File: src/rtl/run_ctrl_pkg.sv
// Shared definitions for the run controller and its trace buffer.
// Contents: run FSM state encoding and the trace buffer full-behaviour codes.
package run_ctrl_pkg;

  // Run sequencing states
  typedef enum logic [2:0] {
    ST_IDLE  = 3'd0,
    ST_RESET = 3'd1,
    ST_WAIT  = 3'd2,
    ST_RUN   = 3'd3,
    ST_DONE  = 3'd4
  } run_state_e;

  // Trace buffer behaviour on a write while full
  localparam int WRAP_DROP      = 0;  // discard the new entry
  localparam int WRAP_OVERWRITE = 1;  // replace the oldest entry

endpackage

File: src/rtl/run_control_trace_fifo.sv
// trace_fifo: circular trace buffer with explicit occupancy count, sticky
// overflow flag and a registered read port.
// Ports:
//   clk, rst          clock and synchronous active-low reset
//   clr               synchronous clear of pointers, count and overflow
//   wr_en, wr_data    push request and entry
//   rd_en             pop request (ignored when empty)
//   rd_data, rd_valid popped entry, valid the cycle after an accepted pop
//   count, empty, full, overflow  occupancy and status
module trace_fifo
  import run_ctrl_pkg::*;
#(
  parameter int WIDTH     = 64,
  parameter int DEPTH     = 16,
  parameter int WRAP_MODE = WRAP_DROP
) (
  input  logic                     clk,
  input  logic                     rst,
  input  logic                     clr,
  input  logic                     wr_en,
  input  logic [WIDTH-1:0]         wr_data,
  input  logic                     rd_en,
  output logic [WIDTH-1:0]         rd_data,
  output logic                     rd_valid,
  output logic [$clog2(DEPTH):0]   count,
  output logic                     empty,
  output logic                     full,
  output logic                     overflow
);

  localparam int PTR_W = $clog2(DEPTH);
  localparam int CNT_W = PTR_W + 1;

  logic [WIDTH-1:0] mem_r [DEPTH];
  logic [PTR_W-1:0] wr_ptr_r;
  logic [PTR_W-1:0] rd_ptr_r;
  logic [CNT_W-1:0] count_r;
  logic             overflow_r;
  logic             rd_valid_r;
  logic [WIDTH-1:0] rd_data_r;
  logic             full_s;
  logic             empty_s;
  logic             do_rd_s;
  logic             do_wr_s;
  logic             wrap_s;
  logic             drop_s;

  // Resolve which requested operations take effect this cycle
  always_comb begin
    full_s  = (count_r == CNT_W'(DEPTH));
    empty_s = (count_r == {CNT_W{1'b0}});
    do_rd_s = rd_en && !empty_s;
    do_wr_s = 1'b0;
    wrap_s  = 1'b0;
    drop_s  = 1'b0;
    if (wr_en) begin
      // A same-cycle pop frees a slot, so a full buffer still accepts the write
      if (!full_s || do_rd_s) begin
        do_wr_s = 1'b1;
      end else if (WRAP_MODE == WRAP_OVERWRITE) begin
        do_wr_s = 1'b1;
        wrap_s  = 1'b1;
      end else begin
        drop_s  = 1'b1;
      end
    end else begin
      do_wr_s = 1'b0;
    end
  end

  // Pointers, occupancy and sticky overflow
  always_ff @(posedge clk) begin
    if (!rst) begin
      wr_ptr_r   <= {PTR_W{1'b0}};
      rd_ptr_r   <= {PTR_W{1'b0}};
      count_r    <= {CNT_W{1'b0}};
      overflow_r <= 1'b0;
    end else if (clr) begin
      wr_ptr_r   <= {PTR_W{1'b0}};
      rd_ptr_r   <= {PTR_W{1'b0}};
      count_r    <= {CNT_W{1'b0}};
      overflow_r <= 1'b0;
    end else begin
      if (do_wr_s) begin
        wr_ptr_r <= wr_ptr_r + PTR_W'(1);
      end
      // An overwrite consumes the oldest slot, so the read side moves too
      if (do_rd_s || wrap_s) begin
        rd_ptr_r <= rd_ptr_r + PTR_W'(1);
      end
      if (do_wr_s && !do_rd_s && !wrap_s) begin
        count_r <= count_r + CNT_W'(1);
      end else if (do_rd_s && !do_wr_s) begin
        count_r <= count_r - CNT_W'(1);
      end
      if (wrap_s || drop_s) begin
        overflow_r <= 1'b1;
      end
    end
  end

  // Entry storage (no reset needed: contents are qualified by count)
  always_ff @(posedge clk) begin
    if (do_wr_s) begin
      mem_r[wr_ptr_r] <= wr_data;
    end
  end

  // Registered read port
  always_ff @(posedge clk) begin
    if (!rst) begin
      rd_valid_r <= 1'b0;
      rd_data_r  <= {WIDTH{1'b0}};
    end else begin
      rd_valid_r <= do_rd_s;
      if (do_rd_s) begin
        rd_data_r <= mem_r[rd_ptr_r];
      end
    end
  end

  assign rd_data  = rd_data_r;
  assign rd_valid = rd_valid_r;
  assign count    = count_r;
  assign empty    = empty_s;
  assign full     = full_s;
  assign overflow = overflow_r;

endmodule

File: src/rtl/run_control_trace.sv
// run_control_trace: sequences core reset/start, counts RUN cycles against a
// budget, and captures decode-stage (PC, instruction) pairs into a trace buffer.
// Ports:
//   clk, rst                 clock and synchronous active-low reset
//   go, halt_req             start a run (IDLE/DONE only), end RUN
//   core_rst, core_start     registered controls to the core
//   pc_d, instr_d, valid_d   decode-stage tap
//   rd_en, rd_pc, rd_instr, rd_valid  trace read port
//   trace_count/empty/full, overflow  trace status
//   cycle_count, busy, done  run status
module run_control_trace
  import run_ctrl_pkg::*;
#(
  parameter int XLEN        = 32,
  parameter int ILEN        = 32,
  parameter int RST_CYCLES  = 3,
  parameter int START_DELAY = 2,
  parameter int MAX_CYCLES  = 100,
  parameter int CNT_W       = 16,
  parameter int TRACE_DEPTH = 16,
  parameter int WRAP_MODE   = WRAP_DROP
) (
  input  logic                         clk,
  input  logic                         rst,
  input  logic                         go,
  input  logic                         halt_req,
  output logic                         core_rst,
  output logic                         core_start,
  input  logic [XLEN-1:0]              pc_d,
  input  logic [ILEN-1:0]              instr_d,
  input  logic                         valid_d,
  input  logic                         rd_en,
  output logic [XLEN-1:0]              rd_pc,
  output logic [ILEN-1:0]              rd_instr,
  output logic                         rd_valid,
  output logic [$clog2(TRACE_DEPTH):0] trace_count,
  output logic                         trace_empty,
  output logic                         trace_full,
  output logic                         overflow,
  output logic [CNT_W-1:0]             cycle_count,
  output logic                         busy,
  output logic                         done
);

  // Phase counter times both RESET and WAIT; 16 bits covers any sane setting
  localparam int PH_W      = 16;
  localparam int WAIT_LAST = (START_DELAY > 0) ? START_DELAY - 1 : 0;

  run_state_e             state_r;
  run_state_e             state_nxt_s;
  logic [PH_W-1:0]        phase_r;
  logic [PH_W-1:0]        phase_nxt_s;
  logic [CNT_W-1:0]       cycle_count_r;
  logic                   go_ok_s;
  logic                   core_rst_r;
  logic                   core_start_r;
  logic                   busy_r;
  logic                   done_r;
  logic                   trace_wr_s;
  logic [XLEN+ILEN-1:0]   rd_data_s;

  // Next-state logic for the run sequencer
  always_comb begin
    state_nxt_s = state_r;
    phase_nxt_s = phase_r;
    go_ok_s     = 1'b0;
    case (state_r)
      ST_IDLE, ST_DONE: begin
        if (go) begin
          state_nxt_s = ST_RESET;
          phase_nxt_s = {PH_W{1'b0}};
          go_ok_s     = 1'b1;
        end else begin
          state_nxt_s = state_r;
        end
      end
      ST_RESET: begin
        if (phase_r == PH_W'(RST_CYCLES - 1)) begin
          phase_nxt_s = {PH_W{1'b0}};
          state_nxt_s = (START_DELAY == 0) ? ST_RUN : ST_WAIT;
        end else begin
          phase_nxt_s = phase_r + PH_W'(1);
        end
      end
      ST_WAIT: begin
        if (phase_r == PH_W'(WAIT_LAST)) begin
          phase_nxt_s = {PH_W{1'b0}};
          state_nxt_s = ST_RUN;
        end else begin
          phase_nxt_s = phase_r + PH_W'(1);
        end
      end
      ST_RUN: begin
        // Leave on the edge whose increment reaches the budget
        if (halt_req || (cycle_count_r >= CNT_W'(MAX_CYCLES - 1))) begin
          state_nxt_s = ST_DONE;
        end else begin
          state_nxt_s = ST_RUN;
        end
      end
      default: begin
        state_nxt_s = ST_IDLE;
        phase_nxt_s = {PH_W{1'b0}};
      end
    endcase
  end

  // State, cycle counter and registered control outputs (decoded from next state
  // so each output lines up with the state it belongs to)
  always_ff @(posedge clk) begin
    if (!rst) begin
      state_r       <= ST_IDLE;
      phase_r       <= {PH_W{1'b0}};
      cycle_count_r <= {CNT_W{1'b0}};
      core_rst_r    <= 1'b1;
      core_start_r  <= 1'b0;
      busy_r        <= 1'b0;
      done_r        <= 1'b0;
    end else begin
      state_r      <= state_nxt_s;
      phase_r      <= phase_nxt_s;
      core_rst_r   <= (state_nxt_s == ST_IDLE) || (state_nxt_s == ST_RESET);
      core_start_r <= (state_nxt_s == ST_RUN);
      busy_r       <= (state_nxt_s != ST_IDLE) && (state_nxt_s != ST_DONE);
      done_r       <= (state_nxt_s == ST_DONE);
      if (go_ok_s) begin
        cycle_count_r <= {CNT_W{1'b0}};
      end else if ((state_r == ST_RUN) && (cycle_count_r < CNT_W'(MAX_CYCLES))) begin
        cycle_count_r <= cycle_count_r + CNT_W'(1);
      end
    end
  end

  assign trace_wr_s = (state_r == ST_RUN) && valid_d;

  trace_fifo #(
    .WIDTH     (XLEN + ILEN),
    .DEPTH     (TRACE_DEPTH),
    .WRAP_MODE (WRAP_MODE)
  ) u_trace (
    .clk      (clk),
    .rst      (rst),
    .clr      (go_ok_s),
    .wr_en    (trace_wr_s),
    .wr_data  ({pc_d, instr_d}),
    .rd_en    (rd_en),
    .rd_data  (rd_data_s),
    .rd_valid (rd_valid),
    .count    (trace_count),
    .empty    (trace_empty),
    .full     (trace_full),
    .overflow (overflow)
  );

  assign rd_pc       = rd_data_s[XLEN+ILEN-1:ILEN];
  assign rd_instr    = rd_data_s[ILEN-1:0];
  assign core_rst    = core_rst_r;
  assign core_start  = core_start_r;
  assign cycle_count = cycle_count_r;
  assign busy        = busy_r;
  assign done        = done_r;

endmodule

File: config.mk
export PLATFORM = sky130hd
export DESIGN_NAME = run_control_trace
export DESIGN_NICKNAME = d
export VERILOG_FILES = /design/src/rtl/run_ctrl_pkg.sv /design/src/rtl/run_control_trace_fifo.sv /design/src/rtl/run_control_trace.sv
export SDC_FILE = /design/constraint.sdc
export NUM_CORES = 1
export LEC_CHECK = 0
export CAP_MARGIN = 20
export CELL_PAD_IN_SITES_DETAIL_PLACEMENT = 2
export CELL_PAD_IN_SITES_GLOBAL_PLACEMENT = 2
export CORE_ASPECT_RATIO = 1.2
export CORE_MARGIN = 2
export CORE_UTILIZATION = 48
export DETAILED_ROUTE_END_ITERATION = 10
export HOLD_SLACK_MARGIN = 0.03
export PLACE_DENSITY_LB_ADDON = 0.08
export SYNTH_ARGS = -nofsm -noshare
export SYNTH_HDL_FRONTEND = slang
export SYNTH_SLANG_ARGS = --single-unit
File: constraint.sdc
create_clock -name clk -period 7.4 [get_ports clk]
set_input_delay 1.11 -clock clk [delete_from_list [all_inputs] [get_ports clk]]
set_output_delay 1.11 -clock clk [all_outputs]
set_load 0.01 [all_outputs]
; ---- Yosys cells after proc, flatten, opt, wreduce, memory -nomap -nowiden
; Memories as Yosys holds them, arrays and structs flattened. A register that Yosys moved wholly into a read port is not among the register bits.
; Cells that the tools add are included.
[classes]
n_bitwise = 2
mul = 0
n_reduce_logical = 22
add_sub_neg = 6
div_mod_pow = 0
shift = 0
eq_ne = 12
mux = 19
order_cmp = 2
[ops]
columns = cell, n
row1 = 16-bit one-hot mux with 4 select lines, 1
row2 = 16-bit 2-to-1 mux, 3
row3 = 16-bit by 1-bit adder with 16-bit output (second input constant), 2
row4 = 16-bit by 1-bit equality test with 1-bit output (second input constant), 1
row5 = 16-bit by 2-bit equality test with 1-bit output (second input constant), 1
row6 = 16-bit by 7-bit greater-or-equal comparator with 1-bit output (second input constant), 1
row7 = 16-bit by 7-bit < comparator with 1-bit output (second input constant), 1
row8 = 3-bit 2-to-1 mux, 4
row9 = 3-bit one-hot mux with 4 select lines, 1
row10 = 5-bit 2-to-1 mux, 2
row11 = 3-bit by 2-bit equality test with 1-bit output (second input constant), 3
row12 = 4-bit by 1-bit adder with 4-bit output (second input constant), 2
row13 = 1-bit 2-to-1 mux, 8
row14 = 3-bit by 1-bit equality test with 1-bit output (second input constant), 2
row15 = 3-bit equality test (second input constant), 2
row16 = 1-bit logical AND, 6
row17 = 3-bit logical NOT, 2
row18 = 5-bit by 1-bit adder with 5-bit output (second input constant), 1
row19 = 5-bit equality test (second input constant), 1
row20 = 1-bit logical NOT, 5
row21 = 5-bit logical NOT, 1
row22 = 5-bit by 1-bit subtractor with 5-bit output (second input constant), 1
row23 = 2-bit OR reduction, 2
row24 = 1-bit logical OR, 3
row25 = 6 further kinds, 7
[word_totals]
in_bits = 70
reg_bits = 54
mem_bits_rw = 1024
mem_count = 1
rom_bits = 0
latchBits = 0
[memory_table]
columns = name, words, width, read_ports, rd_ports_with_merged_regs, wr, line
row1 = u_trace.mem_r, 16, 64, 1, 1, 1, run_control_trace_fifo.sv:34  ; logic [WIDTH-1:0] mem_r [DEPTH];

; ---- Longest topological paths before layout
[depth]
depth_word = 10
ltp_mapped = 12
ltp_nobuf = 11

; ---- Cells and area by module
; A second synthesis with hierarchy kept.
[unflattened]
cells_unflattened = 2011
hier_area_um2 = 44551.5
[modules_own_cells]
columns = module, area_each_um2, seq_area_each_um2, n_inst, cells_per_inst
row1 = trace_fifo, 42761.0, 32331.0, 1, 1816
row2 = run_control_trace, 1790.5, 780.7, 1, 195

; ---- Worst setup path after synthesis
; OpenSTA, ideal clock, no wires.
[synth_path]
path_type = input port to flip-flop
startpoint = input port rd_en
endpoint = memory u_trace.mem_r[0][0], enable pin
arrival_time_ps = 5894
setup_slack_ps = 941
t_required_ps = 6835
stages = 4
setup_ps = 565
cell_sequence = o311a_1 buf_2 nand2_1 nor3_1
[synth_between]
elab_chain_len = 6
[synth_lines]
columns = item, line
row1 = from (decl), run_control_trace.sv:32  ; input logic rd_en,
row2 = 1-bit logical AND, run_control_trace_fifo.sv:52  ; do_rd_s = rd_en && !empty_s;
row3 = 1-bit logical OR, run_control_trace_fifo.sv:58  ; if (!full_s || do_rd_s) begin
row4 = 1-bit 2-to-1 mux, run_control_trace_fifo.sv:58
row5 = 1-bit 2-to-1 mux, run_control_trace_fifo.sv:56  ; if (wr_en) begin
row6 = named net u_trace.do_wr_s, run_control_trace_fifo.sv:44  ; logic do_wr_s;
row7 = 1-bit 2-to-1 mux, run_control_trace_fifo.sv:104  ; if (do_wr_s) begin
row8 = 1-bit 2-to-1 mux (implied by the code), run_control_trace_fifo.sv:105  ; mem_r[wr_ptr_r] <= wr_data;
row9 = to (decl), run_control_trace_fifo.sv:34
; The timed path passes the listed nets, and every way through them passes these cells.

; ---- Final worst setup path
[layout_path]
startpoint = register u_trace.count_r[0] (netlist: u_trace.count[0])
endpoint = register u_trace.count_r[4] (netlist: u_trace.count[4])
[layout_between]
elab_chain_len = 9
word_cells_on_any_way = 17
classes_between = add/sub: 2 / eq/ne: 1 / mux: 4 / reduce/logical: 10
[layout_lines]
columns = item, line
row1 = from (decl), run_control_trace_fifo.sv:37  ; logic [CNT_W-1:0] count_r;
row2 = from (signal assigned), run_control_trace_fifo.sv:76  ; count_r <= {CNT_W{1'b0}};
row3 = from (signal assigned), run_control_trace_fifo.sv:81  ; count_r <= {CNT_W{1'b0}};
row4 = from (signal assigned), run_control_trace_fifo.sv:92  ; count_r <= count_r + CNT_W'(1);
row5 = 5-bit logical NOT, run_control_trace_fifo.sv:51  ; empty_s = (count_r == {CNT_W{1'b0}});
row6 = 1-bit logical NOT, run_control_trace_fifo.sv:52
row7 = 1-bit logical AND, run_control_trace_fifo.sv:52
row8 = 1-bit logical OR, run_control_trace_fifo.sv:58
row9 = 1-bit 2-to-1 mux, run_control_trace_fifo.sv:58
row10 = 1-bit 2-to-1 mux, run_control_trace_fifo.sv:56
row11 = 1-bit logical NOT, run_control_trace_fifo.sv:93  ; end else if (do_rd_s && !do_wr_s) begin
row12 = 1-bit logical AND, run_control_trace_fifo.sv:93
row13 = 2-bit nonzero test (no source line), --
; Parallel ways exist; a longest one is shown, timed or not. The select of a mux whose other input is x is not followed.
; A chain may end at the register's enable or synchronous reset.

==> impl_results.md <==
* Status: finished, final reports clean
* H-tree depth at 3
* Final setup skew at 35.04 ps
* Slew Limit Fails at 0
* RePlAce Congestion at 0.7661
* Synth area leader: edfxtp_1
* Register-to-Register Path Depth at 12
* Clock slew at reported path FFs at 60 ps
* Chip Width at 277.0 µm
* CP Capture Type: flop
* Synthesized flop and latch total at about 1100
* Cells after Synth at 2039
* RR Endpoint: u_trace.count[4]
* Share of the synthesized area in the top cell type at a little under three quarters
* CP Buf/Inv Count at 3
* Syn. warnings at 0
* Max-cap viol count at 0
* Vias after detailed routing at 22610
* Post-CTS setup buffers at 0
* Distinct cells, synth at 52
* Relative slew slack at 20.21%
* Post-CTS resize count at 0
* Post-synth EDFFs at approximately 1000
* Fin. Hold Viols at 0
* Most common cell in the synthesized netlist: edfxtp_1
* Worst path cell trace: or4_4 > o21a_4 > inv_2 > buf_4 > ha_1 > inv_1 > fa_1 > a21o_1 > a21oi_1 > xnor2_1 > or3_1 > a21oi_1
* Number of global-route vias before repair at 24510
* Asr flop ratio synth at 0%
* Syn_area_per_cell at 21.05 µm²
* Cell depth of the worst setup path at 12
* Largest net degree at the start of global routing at 98
* Sequential-to-total area share from yosys stat at 77.13%
* Crit share post-route at 54.92%
* Post-route setup TNS at 0 ps
* Most used DFF post-synth: edfxtp_1
* Post-DP HPWL at 70430 µm
* CP max stage delay at ~820 ps
* Synth Cell Area at approximately 43000 µm²
* HP Class: reg -> reg
* Boundary Pins at between 150 and 200
* Max clock buf depth at 3
* # rows at 120
* Final ANT Viol Nets at 0
* Synthesized netlist net count at about 2100
* Core area at 88890 µm²
* Critical Path AT at around 4700 ps
* Worst reg2reg startpoint: u_trace.count[0]
* Die area at 91860 µm²
* First-pass detailed-route iteration total at 5
* DIE HEIGHT at 331.6 µm
* Hold-fix buffers, CTS at 0
* CP max FO at 66
* Wire length per cell at 38.66 µm
* Share of cells above drive strength 1 at a little under a quarter
* CP max-delay cell: buf_4
* Initial Util at approximately 48%
* Area growth from synthesis to layout at 15.99%
* Inst Count DP at 3273
* Synth top cells by count: 1024 x edfxtp_1, 256 x mux4_2, 128 x a22oi_1
* Initial antenna violation count at 0
* Vias/cell at 6.470
* Nets at 2322
* Initial DRC Count at 2424
* CTS Buf Count at 113
* Crit path to: u_trace.count[4]
* R2r setup slk at around 3300 ps
* Min Hold Slack at 479.6 ps
* Final setup violating endpoints at 0
* CTS root buf: clkbuf_16
* CTS tree: done
* Number of port buffers at 162
* Final Non-Filler Cells at between 3000 and 4000
* First-pass GRT wire length at roughly 190000 µm
* Total grt overflow at 0
* Routed WL at 135100 µm
* Peak VDD IR at around 0.00029 V
* Pwr Density at 320.7 nW/µm²
* Later-pin clock latency in the skew report at approximately 700 ps
* # clock sinks at 1142
* Post-route core utilization at 56.02%
* Finished Cell Area at roughly 50000 µm²
* Top delay family on crit path: buffers and inverters
* FMAX at 246.1 MHz
* Critical Path RT at 7980 ps
* Crit start category: flop
* Post-route DRC violation count at 0
* Synth area leaders: edfxtp_1 72%, mux4_2 13%, dfxtp_1 5.5%
* Critical path origin: u_trace.count[0]
* Lkg Pwr at 15.33 nW
* RSZ-0062 raised after global routing: false
* GR Util All Layers at between 20% and 30%
* Post-DP Area at ~46000 µm²
* Crit path top cell by count: a21oi_1
* Setup CP Type: reg -> reg
* Slew @ Worst Pin at ~1200 ps
* Minimum clock period at 4064 ps
## worst min-delay path by stage
| stage | end | cells after the start | start | slack [ps] |
|---|---|---|---|---|
| after floorplan | phase_r[4] | 2 | phase_r[4] | 480 |
| after global placement | u_trace.rd_data[5] | 1 | u_trace.rd_data[5] | 460 |
| after detailed placement | u_trace.rd_data[22] | 1 | u_trace.rd_data[22] | 470 |
| after CTS | u_trace.rd_data[26] | 1 | u_trace.rd_data[26] | 490 |
| after global routing | u_trace.rd_data[22] | 1 | u_trace.rd_data[22] | 500 |
| final | u_trace.rd_data[26] | 1 | u_trace.rd_data[26] | 480 |
## layout by cell type (no fill, tap or decap), drive strengths merged, types with 32 or more instances in the layout
master,synthesis,layout
nor2,52,52
dfxtp,118,118
nand2,32,32
buf,61,44
clkdlybuf4s50,0,161
a22oi,128,128
edfxtp,1024,1024
mux4,256,256
a21oi,76,76
a31o,65,65
clkbuf,60,166
## flip-flops by register name, indices dropped and copies added (netlist names)
register and cells:
u_trace.mem_r 1024, u_trace.rd_data 64, core_rst 1, u_trace.overflow 1
u_trace.rd_ptr_r 4, state_r 3, busy 1, done 1
core_start 1, u_trace.wr_ptr_r 4, u_trace.rd_valid 1, u_trace.count 5
phase_r 16, cycle_count 16
## stage by stage
step | power (mW) | setup slack [ps]
finish | 15.97 | 3336
global route | 16.43 | 3166
CTS | 16.10 | 3337
global placement | 9.947 | 2963
detailed placement | 10.06 | 2752
floorplan | 9.102 | 941.1
## power breakdown
part,internal (mW),switching (mW),leakage (nW)
Sequential,7.20,0.194,10.2
Combinational,1.23,1.33,3.33
Clock,3.42,2.60,1.84
Total,11.8,4.12,15.3
## kinds of logic after synthesis
kind of cell	after synthesis	synth area share, %
AO/OA/AOI/OAI	302	4.990
XOR/XNOR	19	0.3876
adder cells (fa/ha/maj)	14	0.4255
buffers and inverters	138	1.661
flip-flops	1142	77.13
multiplexers	258	13.48
AND/OR/NAND/NOR	166	1.929
## metal layers
metal	wire (µm)	global-route usage, %	share of wire [%]
met2	72320	52.33	54
met4	3755	8.511	2.8
met5	0	0	0
met3	6881	4.240	5.1
met1	52180	37.42	39
## final cells by class
| type | count | area, µm² |
|---|---|---|
| Inverter | 17 | 63.81 |
| Antenna cell | 1 | 2.502 |
| Timing Repair Buffer | 205 | 2140 |
| Tap cell | 1159 | 1450 |
| Multi-Input combinational cell | 759 | 9245 |
| Fill cell | 7348 | 39090 |
| Sequential cell | 1142 | 33120 |
| Clock inverter | 46 | 521.8 |
| Clock buffer | 166 | 3253 |
(Power assumes the default switching activity.)
